==> src/rtl/pe_demux.sv <==
// pe_demux: routes a signed input stream to one of two independent output FIFOs.
// in_sel picks the destination FIFO; each output port presents its FIFO head with
// valid/ready handshaking and keeps a saturating count of delivered words.
module pe_demux #(
  parameter int W     = 24,
  parameter int DEPTH = 2
) (
  input  logic                clk,
  input  logic                rst_n,
  input  logic                in_valid,
  input  logic                in_sel,
  input  logic signed [W-1:0] in_data,
  output logic                in_ready,
  output logic                a_valid,
  output logic signed [W-1:0] a_data,
  input  logic                a_ready,
  output logic [15:0]         a_cnt,
  output logic                b_valid,
  output logic signed [W-1:0] b_data,
  input  logic                b_ready,
  output logic [15:0]         b_cnt
);

  // Pointer width: DEPTH is a power of two, so pointers wrap naturally.
  localparam int AW = (DEPTH > 1) ? $clog2(DEPTH) : 1;
  // Occupancy must be able to represent DEPTH itself.
  localparam int CW = $clog2(DEPTH + 1);

  // Per-port views, index 0 = port A, index 1 = port B.
  logic [1:0]          out_ready;
  logic [1:0]          out_valid;
  logic [1:0]          fifo_full;
  logic [1:0]          push;
  logic [1:0]          pop;
  logic signed [W-1:0] out_data [2];
  logic [15:0]         out_cnt  [2];

  assign out_ready = {b_ready, a_ready};

  // Readiness depends only on the occupancy of the selected FIFO, never on the
  // downstream ready of the same cycle, so a full FIFO never passes through.
  assign in_ready = rst_n && !fifo_full[in_sel];

  assign a_valid = out_valid[0];
  assign a_data  = out_data[0];
  assign a_cnt   = out_cnt[0];
  assign b_valid = out_valid[1];
  assign b_data  = out_data[1];
  assign b_cnt   = out_cnt[1];

  for (genvar gi = 0; gi < 2; gi++) begin : g_fifo
    logic signed [W-1:0] mem_q [DEPTH];
    logic [AW-1:0]       wr_ptr_q, wr_ptr_d;
    logic [AW-1:0]       rd_ptr_q, rd_ptr_d;
    logic [CW-1:0]       occ_q, occ_d;
    logic [15:0]         cnt_q, cnt_d;

    assign fifo_full[gi] = (occ_q == CW'(DEPTH));
    assign out_valid[gi] = (occ_q != '0);
    // in_ready already folds in reset, so nothing is stored while rst_n is low.
    assign push[gi]      = in_valid && in_ready && (in_sel == 1'(gi));
    assign pop[gi]       = rst_n && out_valid[gi] && out_ready[gi];
    // Head is read straight from storage; forced to zero when the FIFO is empty.
    assign out_data[gi]  = out_valid[gi] ? mem_q[rd_ptr_q] : '0;
    assign out_cnt[gi]   = cnt_q;

    // Next-state for pointers, occupancy and the saturating delivery counter.
    always_comb begin
      wr_ptr_d = wr_ptr_q;
      rd_ptr_d = rd_ptr_q;
      occ_d    = occ_q;
      cnt_d    = cnt_q;
      if (push[gi]) begin
        wr_ptr_d = wr_ptr_q + AW'(1);
      end
      if (pop[gi]) begin
        rd_ptr_d = rd_ptr_q + AW'(1);
        if (cnt_q != 16'hFFFF) begin
          cnt_d = cnt_q + 16'd1;
        end
      end
      // Simultaneous push and pop leaves occupancy unchanged.
      if (push[gi] && !pop[gi]) begin
        occ_d = occ_q + CW'(1);
      end else if (!push[gi] && pop[gi]) begin
        occ_d = occ_q - CW'(1);
      end
    end

    // Control state register with synchronous active-low reset.
    always_ff @(posedge clk) begin
      if (!rst_n) begin
        wr_ptr_q <= '0;
        rd_ptr_q <= '0;
        occ_q    <= '0;
        cnt_q    <= '0;
      end else begin
        wr_ptr_q <= wr_ptr_d;
        rd_ptr_q <= rd_ptr_d;
        occ_q    <= occ_d;
        cnt_q    <= cnt_d;
      end
    end

    // Storage write at the tail; contents need no reset because reads are gated by occupancy.
    always_ff @(posedge clk) begin
      if (push[gi]) begin
        mem_q[wr_ptr_q] <= in_data;
      end
    end
  end

endmodule
==> config.mk <==
export PLATFORM = sky130hd
export DESIGN_NAME = pe_demux
export DESIGN_NICKNAME = d
export VERILOG_FILES = /design/src/rtl/pe_demux.sv
export SDC_FILE = /design/constraint.sdc
export NUM_CORES = 1
export LEC_CHECK = 0
export ABC_AREA = 1
export CAP_MARGIN = 40
export CORE_MARGIN = 3
export CORE_UTILIZATION = 52
export CTS_CLUSTER_DIAMETER = 80
export DETAILED_ROUTE_END_ITERATION = 6
export PLACE_DENSITY = 0.8
export SLEW_MARGIN = 10
export SYNTH_ARGS = -nofsm -noshare
export SYNTH_HDL_FRONTEND = slang
export SYNTH_SLANG_ARGS = --single-unit
==> constraint.sdc <==
create_clock -name clk -period 3.64 [get_ports clk]
set_clock_uncertainty 0.2 [all_clocks]
set_input_delay 0.91 -clock clk [delete_from_list [all_inputs] [get_ports clk]]
set_output_delay 0.91 -clock clk [all_outputs]
set_load 0.01 [all_outputs]
==> metrics.txt <==
status=completed; synthesized area per cell=9.69 um2; Die Wd=112 um; fin crit share=94.3%; sequential-to-total area share from yosys stat=64.3%; CP cell instances=clkdlybuf4s50_1, inv_1, nand3_1, and3_1, clkdlybuf4s50_1; synth warn=0; slew of the pin with the lowest slew margin=0.444 ns; Yosys top cell by area=edfxtp_1; CTS hold repair buffers=0; setup TNS=0 ns; Cell Rows=37; DRT Pass-1 Iters=5; Metal-1 WL=5740 um; worst setup path endpoint=in_ready; Starting Density=54.7%; post-synth net total=632; GPL Wtd Cong=0.823; Synth Cell Area=5790 um2; CP endpoint kind=primary output; Slew Limit Fails=0; ys flop type=edfxtp_1; met3 wire len=1070 um; Detail Route Antenna Nets=0; IO buf count=112; die height=112 um; r2r endpoint=g_fifo[1].occ_q[1]$_SDFFE_PN0P_; max-capacitance violation count=0; wire per inst=15.4 um; GRT Residual Overflow=0; Area Overhead vs Synth=33.3%; sequential cell area=3720 um2; Setup CP Type=input port to primary output; Slowest-stage cell, CP=clkdlybuf4s50_1; share of layout cells above drive strength 1=9.00%; top cell type's share of synthesized area=49.8%; Net count, final=754; Worst Path Max Fanout=4; CTS tree=yes; initial drt markers=336; CTS clk-pin slew, worst paths=0.06 ns; clk sinks=138; GR Util All Layers=21.8%; delay of the slowest critical-path stage=0.53 ns; footprint of the multi-input gates=1870 um2; Post-synth EDFFs=96; CTS root buffer=clkbuf_8; Final Util=72.9%; DR vias/cell=5.29; Worst Path Arrival=2.32 ns; R2R Path Start=g_fifo[1].occ_q[1]$_SDFFE_PN0P_; most common cell in the netlist=nand2_1; hpwl dp=8430 um; Post-CTS Repair Setup Buffers=0; Crit path top cell by count=clkdlybuf4s50_1; CP startpoint kind=input port; Final Hold Fails=0; Lkg Pwr=2.77 nW; post_cts resized=0; Worst Hold Class=register to register; ys async rst share=0%; crit path time final=3.43 ns; TritonCTS Buffers=17; detailed-route via count=4601; most instantiated cells after synthesis=nand2_1 (177), edfxtp_1 (96), a21oi_1 (77), nor2_1 (73), dfxtp_1 (42); largest net degree at the start of global routing=41; count of cell types in the netlist=28; antenna violations before repair=0; Top Metal Used=met4; FF+latch count, synth=138; # H-tree levels=4; final WL=13400 um; die area=12400 um2; FILL cells=749; clock tree buffer depth=2; vias in the first global route=4426; PD cells=514 nW/um2; final setup fails=0; flop2flop setup slack=1.54 ns; RSZ-0062 raised after global routing=false; fmax=291 MHz; Crit path required time=2.53 ns; met2 routed WL=6460 um; first-pass GRT wire length=21600 um; peak supply drop=0.300 mV; DRC Markers=0; Boundary Pins=113; Worst Reg-to-Reg Cells=9; Core ar.=10600 um2; CP startpoint=in_sel; worst-skew pair later-pin latency=0.51 ns; ANT cells=0; Worst slew margin=70.3%; top cells by area, synth=edfxtp_1 (50%), dfxtp_1 (15%), nand2_1 (11%), a21oi_1 (6.7%), nor2_1 (4.7%); Synth Instances=598
## how the worst min path moves through the flow
stage,cells past startpoint,startpoint,slack (ns),end
CTS,2,g_fifo[0].occ_q[1]$_SDFFE_PN0P_,0.32,g_fifo[0].occ_q[1]$_SDFFE_PN0P_
global route,2,g_fifo[1].occ_q[1]$_SDFFE_PN0P_,0.35,g_fifo[1].occ_q[1]$_SDFFE_PN0P_
detailed placement,2,g_fifo[0].occ_q[1]$_SDFFE_PN0P_,0.31,g_fifo[0].occ_q[1]$_SDFFE_PN0P_
finish,2,g_fifo[0].occ_q[1]$_SDFFE_PN0P_,0.32,g_fifo[0].occ_q[1]$_SDFFE_PN0P_
global placement,2,g_fifo[1].occ_q[1]$_SDFFE_PN0P_,0.28,g_fifo[1].occ_q[1]$_SDFFE_PN0P_
floorplan,2,g_fifo[0].occ_q[1]$_SDFFE_PN0P_,0.26,g_fifo[0].occ_q[1]$_SDFFE_PN0P_
## layout by cell type (no fill, tap or decap), types with 5 or more instances in the layout
cell	synthesis	routed
nor2_1	73	71
nand3_1	31	31
nand4_1	5	5
clkdlybuf4s50_1	0	112
clkbuf_16	0	16
buf_4	0	11
nand2_1	177	177
dfxtp_1	42	42
inv_1	30	30
nor2_2	10	12
a21oi_1	77	77
nor2_4	5	5
edfxtp_1	96	96
o21ai_0	12	12
bufinv_16	0	5
## power breakdown
part	internal (mW)	switching (mW)	leakage [nW]
Combinational	0.187	0.223	1.25
Clock	1.19	0.639	0.302
Sequential	1.72	0.0174	1.21
## critical path, delay by kind of cell
kind / cells / cell delay (ns)
buffers and inverters: 3 / 1.10
and+or+nand+nor: 2 / 0.31
## logic make-up (layout without fill, tap and decap cells)
| group | count (synthesis) | in the layout | synth area share [%] |
|---|---|---|---|
| xor+xnor | 3 | 3 | 0.454 |
| simple gates | 309 | 309 | 22.6 |
| compound gates | 93 | 93 | 8.23 |
| flops | 138 | 138 | 64.3 |
| fa+ha+maj | 4 | 4 | 0.864 |
| buf+inv | 51 | 186 | 3.63 |
## layout make-up
class	instances	share of cell area, %
inverters	31	1.51
clock buffers	18	5.41
repair buffers	123	15.6
well taps	136	2.20
multi-input cells	409	24.2
flip-flops and latches	138	48.2
clock inverters	14	2.87
## per-layer routing
layer | up-vias | GRT usage [%]
met5 | - | 0
li1 | 2254 | -
met1 | 2116 | 27.8
met2 | 215 | 35.5
met3 | 16 | 5.76
met4 | 0 | 9.49
## state kept, by name, summed over array words and instances, names as in the netlist, named ones only
register         count
g_fifo.rd_ptr_q      2
b_cnt               16
g_fifo.wr_ptr_q      2
a_cnt               16
g_fifo.occ_q         4
g_fifo.mem_q        96
## stage by stage
step / hold slack [ns] / power [mW] / instance area [um2] / cells / setup slack, ns
after floorplan: 0.264 / 1.94 / 5790 / 598 / 0.162
after global placement: 0.284 / 2.17 / 7080 / 837 / 0.262
after detailed placement: 0.307 / 2.18 / 7080 / 837 / 0.235
after CTS: 0.316 / 3.99 / 7720 / 869 / 0.217
after global routing: 0.349 / 4.11 / 7720 / 869 / 0.186
final: 0.320 / 3.97 / 7720 / 869 / 0.209
Power figures use the tool's default switching activity.
